**config.mk**
```make
export PLATFORM = sky130hd
export DESIGN_NAME = fifo_wr_arbiter
export DESIGN_NICKNAME = d
export VERILOG_FILES = /design/src/rtl/fifo_wr_arbiter.sv
export SDC_FILE = /design/constraint.sdc
export NUM_CORES = 1
export LEC_CHECK = 0
export ABC_CLOCK_PERIOD_IN_PS = 2510
export CAP_MARGIN = 20
export CORE_AREA = 5 5 70 72
export DETAILED_ROUTE_END_ITERATION = 10
export DIE_AREA = 0 0 75 77
export GPL_ROUTABILITY_DRIVEN = 0
export PLACE_DENSITY = 0.72
export SKIP_LAST_GASP = 1
export SYNTH_ARGS = -nofsm -noshare
export SYNTH_HDL_FRONTEND = slang
export SYNTH_SLANG_ARGS = --single-unit
export TNS_END_PERCENT = 20
```
**constraint.sdc**
```tcl
create_clock -name wclk -period 2.51 [get_ports wclk]
set_clock_uncertainty 0.2 [all_clocks]
set_input_delay 0.251 -clock wclk [delete_from_list [all_inputs] [get_ports wclk]]
set_output_delay 0.251 -clock wclk [all_outputs]
set_load 0.03 [all_outputs]
```
**src/rtl/fifo_wr_arbiter.sv**
```systemverilog
// rtl/fifo_wr_arbiter.sv - round-robin arbiter sharing the async FIFO write port among NREQ producers
// Optional packet lock is compiled in when ARB_PKT_LOCK_EN is defined.
`ifndef DSIZE
`define DSIZE 8
`endif

module fifo_wr_arbiter #(
    parameter int NREQ  = 4,
    parameter int DSIZE = `DSIZE,
    parameter int IDW   = (NREQ > 1) ? $clog2(NREQ) : 1
) (
    input  logic                  wclk,
    input  logic                  wrst,
    input  logic [NREQ-1:0]       req_valid,
    input  logic [NREQ*DSIZE-1:0] req_data,
    input  logic [NREQ-1:0]       req_last,
    output logic [NREQ-1:0]       req_ready,
    input  logic                  wfull,
    output logic                  winc,
    output logic [DSIZE-1:0]      wdata,
    output logic [IDW-1:0]        grant_id,
    output logic                  busy,
    output logic [15:0]           wr_count
);

    logic [IDW-1:0] r_rr_ptr;
    logic [IDW-1:0] r_grant_id;
    logic [15:0]    r_wr_count;
    logic [IDW-1:0] w_sel;
    logic [IDW-1:0] w_next_ptr;
    logic [IDW-1:0] w_owner;
    logic [IDW:0]   w_idx;
    logic           w_locked;
    logic           w_found;
    logic           w_accept;

`ifdef ARB_PKT_LOCK_EN
    typedef enum logic {OPEN, LOCKED} lock_t;
    lock_t          r_lock_state;
    logic [IDW-1:0] r_owner;

    assign w_locked = (r_lock_state == LOCKED);
    assign w_owner  = r_owner;

    always_ff @(posedge wclk) begin
        if (wrst) begin
            r_lock_state <= OPEN;
            r_owner      <= '0;
        end else if (w_accept) begin
            if (req_last[w_sel]) begin
                r_lock_state <= OPEN;
            end else begin
                r_lock_state <= LOCKED;
                r_owner      <= w_sel;
            end
        end
    end
`else
    logic w_unused_last;
    assign w_unused_last = ^req_last;
    assign w_locked      = 1'b0;
    assign w_owner       = '0;
`endif

    // Scan downward so the requester closest to r_rr_ptr is the last (winning) assignment.
    always_comb begin
        w_sel   = '0;
        w_found = 1'b0;
        w_idx   = '0;
        if (w_locked) begin
            w_sel   = w_owner;
            w_found = req_valid[w_owner];
        end else begin
            for (int k = NREQ - 1; k >= 0; k--) begin
                w_idx = {1'b0, r_rr_ptr} + (IDW+1)'(k);
                if (w_idx >= (IDW+1)'(NREQ)) begin
                    w_idx = w_idx - (IDW+1)'(NREQ);
                end
                if (req_valid[w_idx[IDW-1:0]]) begin
                    w_sel   = w_idx[IDW-1:0];
                    w_found = 1'b1;
                end
            end
        end
    end

    assign w_accept   = w_found & ~wfull & ~wrst;
    assign w_next_ptr = (w_sel == IDW'(NREQ - 1)) ? '0 : w_sel + IDW'(1);

    always_comb begin
        wdata     = '0;
        req_ready = '0;
        for (int i = 0; i < NREQ; i++) begin
            if (w_accept && (w_sel == IDW'(i))) begin
                wdata        = req_data[i*DSIZE +: DSIZE];
                req_ready[i] = 1'b1;
            end
        end
    end

    always_ff @(posedge wclk) begin
        if (wrst) begin
            r_rr_ptr   <= '0;
            r_grant_id <= '0;
            r_wr_count <= '0;
        end else if (w_accept) begin
            r_grant_id <= w_sel;
            if (r_wr_count != 16'hFFFF) begin
                r_wr_count <= r_wr_count + 16'd1;
            end
`ifdef ARB_PKT_LOCK_EN
            if (req_last[w_sel]) begin
                r_rr_ptr <= w_next_ptr;
            end
`else
            r_rr_ptr <= w_next_ptr;
`endif
        end
    end

    assign winc     = w_accept;
    assign grant_id = r_grant_id;
    assign wr_count = r_wr_count;
    assign busy     = (|req_valid) | w_locked;

endmodule

```
==> results of run 1 <==
-- routing by layer --
metal / vias to the layer above / GRT usage, %
li1: 883 / -
met1: 817 / 24.4
met2: 49 / 30.4
met3: 6 / 2.75
met4: 0 / 3.91
met5: - / 0
-- flip-flops by register name, indices dropped and copies added, names as in the netlist --
signal,flops
grant_id,2
r_rr_ptr,2
wr_count,16
-- per-stage QoR --
step	TNS [ns]	instance area [um2]
after floorplan	0	1500
after global placement	-5.90	2360
after detailed placement	-6.21	2360
after CTS	-2.40	2590
after global routing	-2.83	2640
final	-1.73	2640
-- cells in the mapped netlist (2+ instances only) --
cell	n
nand2_1	23
dfxtp_1	20
a21oi_1	19
inv_1	13
a211o_1	8
a221oi_1	8
clkbuf_1	8
nand3_1	8
or4_1	8
ha_1	5
nand4_1	5
nor2_1	5
and3_1	4
o21ai_1	4
o31ai_1	4
mux2i_1	3
nor3_1	3
o41ai_1	3
or3_1	3
buf_2	2
inv_2	2
mux2_1	2
nor4_1	2
nor4_2	2
o21ai_0	2
o311ai_0	2
o311ai_1	2
-- worst reg2reg max path, stage by stage (launching register included) --
cell	delay (ns)
dfxtp_1	0.45
ha_1	0.21
nand2_1	0.06
or4_1	0.45
nor4b_1	0.39
mux2_1	0.36
-- layout make-up --
type                            count  area share, %
Multi-Input combinational cell    137           42.0
Inverter                           15           2.13
Timing Repair Buffer              100           36.5
Clock buffer                        3           1.56
Sequential cell                    20           15.3
Tap cell                           52           2.46
-- what timing repair did --
item | CTS | global route
cloned | 1 | 0
pin swaps | 12 | 6
buffers inserted | 7 | 0
resized for setup | 31 | 13
endpoints found under the setup margin | 12 | 15
-- cell families (layout without fill, tap and decap cells) --
logic type               after synthesis  after routing  synth area share (%)
AO/OA/AOI/OAI                         55             55                  27.1
adder cells (fa/ha/maj)                5              5                  4.48
buffers and inverters                 26            118                  7.52
flip-flops                            20             20                  28.6
multiplexers                           5              5                  3.76
AND/OR/NAND/NOR                       72             72                  28.5
-- cell usage in the layout (no fill, tap or decap), types with 4 or more instances in the layout --
cell type,count
a21oi_4,9
nand4_1,5
and3_1,4
o31ai_1,4
dfxtp_1,18
a21oi_1,10
o21ai_1,4
a211o_1,8
buf_6,12
clkdlybuf4s50_1,54
nand3_1,8
nor2_1,4
nand2_1,23
or4_1,8
inv_1,12
buf_4,28
a221oi_2,7
-- where the power goes --
part	switching [mW]	internal, mW	leakage (nW)
clock	0.104	0.107	0.0216
combinational	0.256	0.292	0.831
sequential	0.0116	0.328	0.163
total	0.372	0.727	1.02
-- path summary, 6_finish.rpt --
kind | startpoint | end | slack [ns]
worst max-delay path | r_rr_ptr[1] | wdata[4] | -0.24
worst min-delay path | grant_id[1] | grant_id[1] | 0.27
worst max register to register | wr_count[0] | wr_count[14] | 0.29
worst min register to register | grant_id[1] | grant_id[1] | 0.27
==> flow_summary.toml, run 1 <==
[outcome]
status = "finished with violations"
failed_checks = "negative setup slack"

[hold_path]
min_path_cells = 2
hp-class = "register to register"

[global_routing]
grt_max_degree = 23
grt-ovfl-total = 0
grt_usage_pct = 18.3
grt_pass1_wl_mm = 8.63
grt_pass1_vias = 1769
antenna_found_initial = 0

[floorplan]
fp-row-count = 24
dieHeight_um = 77
die_w_um = 75
io_pins = 75
coreArea_um2 = 4230
dieArea_um2 = 5780
initial_core_util_pct = 33.0

[worst_setup_path]
r2r_cells = 5
crit_buf_inv = 3
start_kind = "register"
path_max_fanout = 5
crit_top_cell = "buf_6"
required_ns = 2.06
cp_num_cells = 11
cp_top_family = "simple AND/OR/NAND/NOR gates"
slowest_delay_ns = 0.38
worstSetupEndpointType = "primary output"
critical_path_arrival_ns = 2.30
crit_type = "register to primary output"
cpMaxStageDelayCell = "dfxtp_4"
crit_chain = "nand2_1 > nor2_1 > nor3_4 > buf_4 > ha_4 > nor2b_4 > buf_6 > a221oi_4 > a211o_1 > a21oi_4 > buf_6"

[job]
cap_viol_max_count = 0

[yosys]
ys_ff_latch = 20
synth_top_cell_by_area = "dfxtp_1"
synth_nets = 231
synth_area_per_cell_um2 = 7.64
yosys_most_used_dff = "dfxtp_1"
synthCells = 183
yosys_warnings = 0
netlist_top_cells_area = "dfxtp_1, a21oi_1, nand2_1"
synth-edff-count = 0
syn-cell-area_um2 = 1400
yosys.area.top_type_share_pct = 28.6
ys_seq_area_share_pct = 28.6
synthArstFlopShare_pct = 0
synthDistinctLibCells = 40

[finish]
area_delta_synth_final_pct = 89.2
final_nets = 325
final_util_pct = 62.4
nFillCells = 380
n_antenna_cell = 0
multi_input_area_um2 = 1110
drive_gt1_share_pct = 28.7
finalNonFillerCells = 327
register_area_um2 = 405

[detailed_routing]
top_layer = "met4"
drtIter0Drc = 49
dr_wl_met2_mm = 2.63
dr_wl_met3_um = 289
wl_mm = 5.26
drc = 0
routed_via_density = 5.37
routedWlPerCell_um = 16.1
antenna_left = 0
vias = 1755
drt_first_pass_iters = 5
wl_met1_mm = 2.28

[cts]
cts-root-buf = "clkbuf_8"
clk_latency_ns = 0.26
cts-hold-fix-buffers = 0
path_clk_slew_ns = 0.08
cts_buffers = 3
clock-sinks = 20
cts.path.max_buffers = 2
cts_tree = "done"
cts_max_level = 1

[pwr]
p_total_mw = 1.10
leakagePower_nw = 1.02
peakVddDrop_mv = 0.252
power_density_nw_per_um2 = 416

[timing]
fmax_mhz = 364
finalSetupViolCount = 8
rsz0062_at_grt = "true"
min_period_over_period_pct = 109
hold_violations = 0
slew_headroom_pct = 52.8
post-route-worst-setup-slack_ns = -0.237
holdWs_ns = 0.266
finalWorstPathRequiredPeriod_ns = 2.75
drv_slew = 0
max_slew.worst_pin.slew_ns = 0.701

[placed_design]
pre_cts_slack_ns = -0.668
dp.cells = 316
portBuffers = 70
dp_hpwl_mm = 3.62
(Power assumes the default switching activity.)
==> run 2, diff against run 1 <==
--- a/config.mk
+++ b/config.mk
@@ -11,6 +11,7 @@
 export DETAILED_ROUTE_END_ITERATION = 10
 export DIE_AREA = 0 0 75 77
 export GPL_ROUTABILITY_DRIVEN = 0
+export GPL_TIMING_DRIVEN = 0
 export PLACE_DENSITY = 0.72
 export SKIP_LAST_GASP = 1
 export SYNTH_ARGS = -nofsm -noshare
==> flow_summary.toml, run 2 (synthesis gave the netlist of run 1 again) <==
[timing]
post-route-worst-setup-slack_ns = -0.329
max_slew.worst_pin.slew_ns = 0.721
fmax_mhz = 352
drv_slew = 0
holdWs_ns = 0.285
finalWorstPathRequiredPeriod_ns = 2.84
min_period_over_period_pct = 113
hold_violations = 0
rsz0062_at_grt = "true"
finalSetupViolCount = 14
slew_headroom_pct = 51.6
tns_ns = -3.23

[hold_path]
hp-class = "register to register"

[floorplan]
dieHeight_um = 77
fp-row-count = 24
initial_core_util_pct = 33.0
coreArea_um2 = 4230
dieArea_um2 = 5780
io_pins = 75
die_w_um = 75

[finish]
layout_common_cells = "clkdlybuf4s50_1, nand2_1, dfxtp_1"
largest_register_ffs = 16
design_area_um2 = 2580
finalNonFillerCells = 315
layout_commonest_cell = "clkdlybuf4s50_1"
n_antenna_cell = 0
final_nets = 313
area_delta_synth_final_pct = 84.4
drive_gt1_share_pct = 24.7

[cts]
cts_buffers = 3
cts_tree = "done"
cts-root-buf = "clkbuf_8"
path_clk_slew_ns = 0.07
cts_max_level = 1
clock-sinks = 20
cts.path.max_buffers = 2
clk_latency_ns = 0.26

[detailed_routing]
routed_via_density = 5.47
antenna_left = 0
drtIter0Drc = 96
drc = 0
routedWlPerCell_um = 16.4
wl_mm = 5.15
vias = 1722
drt_first_pass_iters = 4

[worst_setup_path]
slowest_delay_ns = 0.39
crit_type = "register to primary output"
crit_top_cell = "buf_6"
path_max_fanout = 7
required_ns = 2.06
r2r_slack_ns = 0.04
critical_path_arrival_ns = 2.39
start_kind = "register"
crit_chain = "mux2i_1 > nor2_2 > nor3_4 > buf_12 > ha_4 > buf_6 > a221oi_2 > a211o_1 > a21oi_4 > buf_6"
cpMaxStageDelayCell = "dfxtp_4"
worstSetupEndpointType = "primary output"

[global_routing]
antenna_found_initial = 0
grt-ovfl-total = 0
grt_pass1_vias = 1663
grt_usage_pct = 17.2
grt_max_degree = 15
grt_pass1_wl_mm = 8.07

[placed_design]
portBuffers = 70
pre_cts_slack_ns = -1.37
dp.cells = 305
post_dp_cell_area_um2 = 2260
dp_hpwl_mm = 3.62

[pwr]
peakVddDrop_mv = 0.431
leakagePower_nw = 0.938
power_density_nw_per_um2 = 416

[job]
cap_viol_max_count = 0

[outcome]
status = "finished with violations"
failed_checks = "negative setup slack"
run 2: cell count changes in the layout (fill, tap and decap cells not counted), sizes merged:
cell,previous run,this run
dlymetal6s2s,1,0
dlygate4sd1,0,1
clkdlybuf4s50,54,56
dlygate4sd2,3,5
buf,42,24
clkbuf,3,5
run 2: final timing paths:
| path | depth (start not counted) | from | endpoint |
|---|---|---|---|
| max | 10 | r_rr_ptr[1] | wdata[2] |
| max reg2reg | 6 | wr_count[0] | wr_count[14] |
| min | 2 | grant_id[1] | grant_id[1] |
| min reg2reg | 2 | grant_id[1] | grant_id[1] |
run 2: repair_timing:
action	in CTS	in global routing
resized for setup	91	19
setup endpoints to repair	16	15
hold buffers	0	0
pin swaps	20	12
buffers inserted	7	6
endpoints found under the hold margin	0	0
run 2: critical path: cells and delay by family (launching register included):
kind                     cells  cell delay [ns]
AO/OA/AOI/OAI                3             0.53
adder cells (fa/ha/maj)      1             0.17
buffers and inverters        3             0.45
flip-flops                   1             0.39
multiplexers                 1             0.24
AND/OR/NAND/NOR              2             0.35
run 2: per-stage QoR:
step	power, mW	utilization, %
detailed placement	0.728	53.4
floorplan	0.580	-
global placement	0.722	53.4
global route	1.13	60.9
CTS	1.04	59.0
finish	1.07	60.9
run 2: layer usage:
layer / global-route usage, % / vias to the layer above / share of wire, %
met4: 2.31 / 0 / 0.45
li1: - / 856 / -
met3: 4.71 / 2 / 7.0
met1: 21.8 / 816 / 41
met5: 0 / - / 0
met2: 29.3 / 48 / 51
run 2: power by group:
group          internal [mW]  leakage [nW]  switching, mW
registers              0.328         0.163         0.0121
clock network          0.107        0.0216          0.105
logic                  0.267         0.753          0.255
run 2: cell type report:
cell class / count / area (um2)
Inverter: 15 / 58.8
Multi-Input combinational cell: 137 / 1150
Fill cell: 374 / 1660
Clock buffer: 3 / 41.3
Tap cell: 52 / 65.1
Buffer: 7 / 56.3
Sequential cell: 20 / 405
Timing Repair Buffer: 81 / 805
==> run 3, diff against run 2 <==
--- a/config.mk
+++ b/config.mk
@@ -8,6 +8,7 @@
 export ABC_CLOCK_PERIOD_IN_PS = 2510
 export CAP_MARGIN = 20
 export CORE_AREA = 5 5 70 72
+export CTS_CLUSTER_SIZE = 40
 export DETAILED_ROUTE_END_ITERATION = 10
 export DIE_AREA = 0 0 75 77
 export GPL_ROUTABILITY_DRIVEN = 0
==> results of run 3 <==
Final layout, timing and power as in run 2 (identical DEF).
==> RTL edit 1 (flow settings as in run 1) <==
The parameter `NREQ` goes from 4 to 2.
--- a/src/rtl/fifo_wr_arbiter.sv
+++ b/src/rtl/fifo_wr_arbiter.sv
@@ -5,7 +5,7 @@
 `endif
 
 module fifo_wr_arbiter #(
-    parameter int NREQ  = 4,
+    parameter int NREQ  = 2,
     parameter int DSIZE = `DSIZE,
     parameter int IDW   = (NREQ > 1) ? $clog2(NREQ) : 1
 ) (
Interface: changed (5 resized); port bits go from 75 to 52. The function was not compared with the original's and may differ.
==> RTL edit 1 against run 1 <==
Area after synthesis fell by 25%. Power fell by 46%. Register-to-register slack improved by 0.12 ns. Core utilization fell by 24 points. Worst hold slack improved by 0.028 ns. Critical path type is now input pin to output pin. Count of clock-buffer cells in the layout did not move. Largest cell class unchanged. First-iteration DRC count rose by 2.0%. Sequential cell count fell by 2. Sequential power fell by 14%. Cell area fell by 39%. Setup slack improved by 0.60 ns. Routed wire length fell by 45%.
==> RTL edit 1: results (changes against run 1) <==
[worst_hold_path]
min_to=grant_id  ; was grant_id[1]
worstHoldStart=grant_id  ; was grant_id[1]
holdPathStages=1  ; was 2

[route]
wl_mm=2.88  ; was 5.26 mm
drt_iter0_drc=50  ; was 49
vias_per_cell=5.11  ; was 5.37

[synthesis]
synthTopCellsByCount=18 x dfxtp_1, 8 x a21oi_1, 8 x a22o_1, 8 x nand2_1, 7 x nor2_1  ; was 23 x nand2_1, 20 x dfxtp_1, 19 x a21oi_1
syn_inst=118  ; was 183
ys_seq_area_share_pct=34.6  ; was 28.6%
synth_compound_area_share_pct=25.9  ; was 27.1%
synthMuxAreaShare_pct=4.32  ; was 3.76%
synthAdderAreaFrac_pct=1.20  ; was 4.48%

[pwr]
peakVddDrop_mv=0.275  ; was 0.252 mV
power_leakage_nw=0.593  ; was 1.02 nW

[final_layout]
drive_gt1_share_pct=18.9  ; was 28.7%
num-nets-final=195  ; was 325

[status]
status=completed  ; was complete, but fails checks

[critical_path]
path_max_fanout=21  ; was 5
cp_top_family=buffers and inverters  ; was simple AND/OR/NAND/NOR gates
regToRegEndpoint=wr_count[15]  ; was wr_count[14]
slowest_delay_ns=0.41  ; was 0.38 ns

[sta]
tightest_slew_ns=0.330  ; was 0.701 ns

[global_routing]
grt_pass1_vias=1008  ; was 1769
met3_usage_pct=3.66  ; was 2.75%
met2_usage_pct=16.4  ; was 30.4%
grt_max_degree=22  ; was 23

[placement]
dpl_worst_slack_ns=0.273  ; was -0.668 ns
dp_hpwl_mm=2.25  ; was 3.62 mm
io_buffers=49  ; was 70

[clock_network]
path_clk_slew_ns=0.06  ; was 0.08 ns

RTL edit 1: logic make-up (layout without fill, tap and decap cells):
kind of cell / Yosys count / count (layout)
buf+inv: 10 / 61
flops: 18 / 18
compound gates: 36 / 36
fa+ha+maj: 1 / 1
simple gates: 49 / 49
mux: 4 / 4
RTL edit 1: power breakdown:
part | switching, mW | internal (mW) | leakage, nW
combinational | 0.0520 | 0.0546 | 0.426
clock | 0.0890 | 0.106 | 0.0216
sequential | 0.00259 | 0.289 | 0.145
RTL edit 1: area by class of cell:
| type | count | area, um2 |
|---|---|---|
| Inverter | 5 | 18.8 |
| Sequential cell | 18 | 360 |
| Timing Repair Buffer | 53 | 493 |
| Clock buffer | 3 | 41.3 |
| Tap cell | 52 | 65.1 |
| Fill cell | 434 | 2620 |
| Multi-Input combinational cell | 90 | 633 |
RTL edit 1: per-layer routing:
metal  wire length (um)  share of wire (%)  up-vias
met3                204                7.1        2
met4                 10               0.35        0
met2               1440                 50       30
met1               1220                 42      525
met5                  0                  0        -
li1                   -                  -      572
RTL edit 1: stage by stage:
step | utilization, % | power, mW | hold slack, ns
finish | 38.1 | 0.593 | 0.294
floorplan | - | 0.346 | 0.300
detailed placement | 37.1 | 0.405 | 0.284
global route | 38.1 | 0.622 | 0.337
CTS | 38.1 | 0.604 | 0.297
global placement | 37.1 | 0.404 | 0.281
RTL edit 1: how the worst max path moves through the flow:
stage	from	end	cells after the start
3_3_place_gp	wfull	wr_count[15]	5
4_1_cts	wrst	wdata[1]	6
3_5_place_dp	wfull	wr_count[15]	5
5_1_grt	req_valid[0]	wdata[3]	6
6_report	wrst	wdata[1]	6
2_1_floorplan	req_valid[0]	wdata[0]	3
==> RTL edit 2 (flow settings as in run 1) <==
Made on the original files. Build with the macro `ARB_PKT_LOCK_EN` defined.
--- a/src/rtl/fifo_wr_arbiter.sv
+++ b/src/rtl/fifo_wr_arbiter.sv
@@ -1,5 +1,7 @@
 // rtl/fifo_wr_arbiter.sv - round-robin arbiter sharing the async FIFO write port among NREQ producers
 // Optional packet lock is compiled in when ARB_PKT_LOCK_EN is defined.
+`define ARB_PKT_LOCK_EN
+
 `ifndef DSIZE
 `define DSIZE 8
 `endif
Check against the original RTL: not equivalent (Yosys sat finds a counterexample within 4 cycles, from zero or initial values and one cycle with wrst high).
==> RTL edit 2 against run 1 <==
The flow still finishes with violations (negative setup slack). Sequential cell count up 3. Power up 13%. Clock power up 7%. Sequential share of layout area up 1.1 points. Core utilization up 4.1 points. Cell area up 6.5%. Routed wire length up 0.72%. Global-route usage up 0.55 points. Setup slack worse by 0.098 ns. Non-clock buffer count up 1. Area after synthesis up 18%. Critical path type unchanged.
==> RTL edit 2: results (changes against run 1) <==
[placement]
dp_hpwl_mm=4.04  ; was 3.62 mm

[synthesis]
syn_nets=258  ; was 231
synthTopCellsByCount=30 x nor2_1, 23 x dfxtp_1, 15 x a21oi_1  ; was 23 x nand2_1, 20 x dfxtp_1, 19 x a21oi_1
synth_cell_types=44  ; was 40

[pwr]
combPwrFrac_pct=50.4  ; was 49.9%
switching_share_pct=36.4  ; was 33.9%
power_leakage_nw=1.04  ; was 1.02 nW
p_int_uw=793  ; was 727 uW
pg_seq_uw=393  ; was 339 uW

[sta]
timing.final.ws_setup_ns=-0.335  ; was -0.237 ns
finalSetupViolations=11  ; was 8
setup_tns_ns=-2.50  ; was -1.73 ns

[clock_network]
cts.repair.resized=33  ; was 31
post_cts_buffers=1  ; was 7

[route]
drt_pre_antenna_iters=4  ; was 5
vias_per_cell=5.30  ; was 5.37

[critical_path]
cp_top_family=compound AO/OA/AOI/OAI gates  ; was simple AND/OR/NAND/NOR gates
path_max_fanout=8  ; was 5
regToRegEndpoint=wr_count[5]  ; was wr_count[14]
slowest_delay_ns=0.45  ; was 0.38 ns
r2r_cells=7  ; was 5
endpoint=wdata[7]  ; was wdata[4]

[final_layout]
drive_gt1_share_pct=30.0  ; was 28.7%
n_fill_cell=358  ; was 380

[worst_hold_path]
min_to=r_owner[0]  ; was grant_id[1]
worstHoldStart=r_owner[0]  ; was grant_id[1]

[global_routing]
grt_pass1_vias=1898  ; was 1769

[status]
violations=negative setup slack  ; unchanged
status=complete, but fails checks  ; unchanged

## RTL edit 2: cell count changes after synthesis, sizes merged, moves of 7 or more
| cell | delta |
|---|---|
| nor2 | +26 |
| nand2 | -11 |
| nor2b | +11 |
| xnor2 | +11 |
| a211o | -8 |
| nor3 | +7 |
| or4 | -7 |
## RTL edit 2: metrics by stage
step	hold WS [ns]	instances	setup WS [ns]	util, %
detailed placement	0.294	348	-0.689	61.8
CTS	0.301	354	-0.319	66.1
global route	0.339	355	-0.488	66.5
global placement	0.276	348	-0.607	61.8
finish	0.296	355	-0.335	66.5
floorplan	0.230	210	-0.0252	-
## RTL edit 2: routing by layer
metal	vias up	track usage [%]	routed length, um
met5	-	0	0
met1	859	23.8	2240
li1	941	-	-
met3	4	3.27	505
met2	77	32.8	2510
met4	0	3.56	36
## RTL edit 2: kinds of logic after synthesis
family          count (synthesis)  synth area share [%]
xor+xnor                       14                  7.43
simple gates                  106                  37.2
flops                          23                  27.9
mux                             2                  2.05
buf+inv                        23                  6.22
fa+ha+maj                       5                  3.79
compound gates                 37                  15.4
## RTL edit 2: layout make-up
type / instances / area [um2] / share of cell area (%)
Sequential cell: 23 / 463 / 16.4
Clock inverter: 1 / 5.00 / 0.178
Inverter: 11 / 41.3 / 1.47
Tap cell: 52 / 65.1 / 2.31
Clock buffer: 3 / 41.3 / 1.47
Multi-Input combinational cell: 164 / 1270 / 45.1
Timing Repair Buffer: 101 / 931 / 33.1
## RTL edit 2: worst register-to-register path, stage by stage, from the launching register on
cell and delay [ns]:
dfxtp_1 0.35, mux4_2 0.36, nor2_1 0.04, or4_4 0.51, buf_4 0.21, nor4_2 0.33, xnor2_1 0.16, nor2_1 0.05
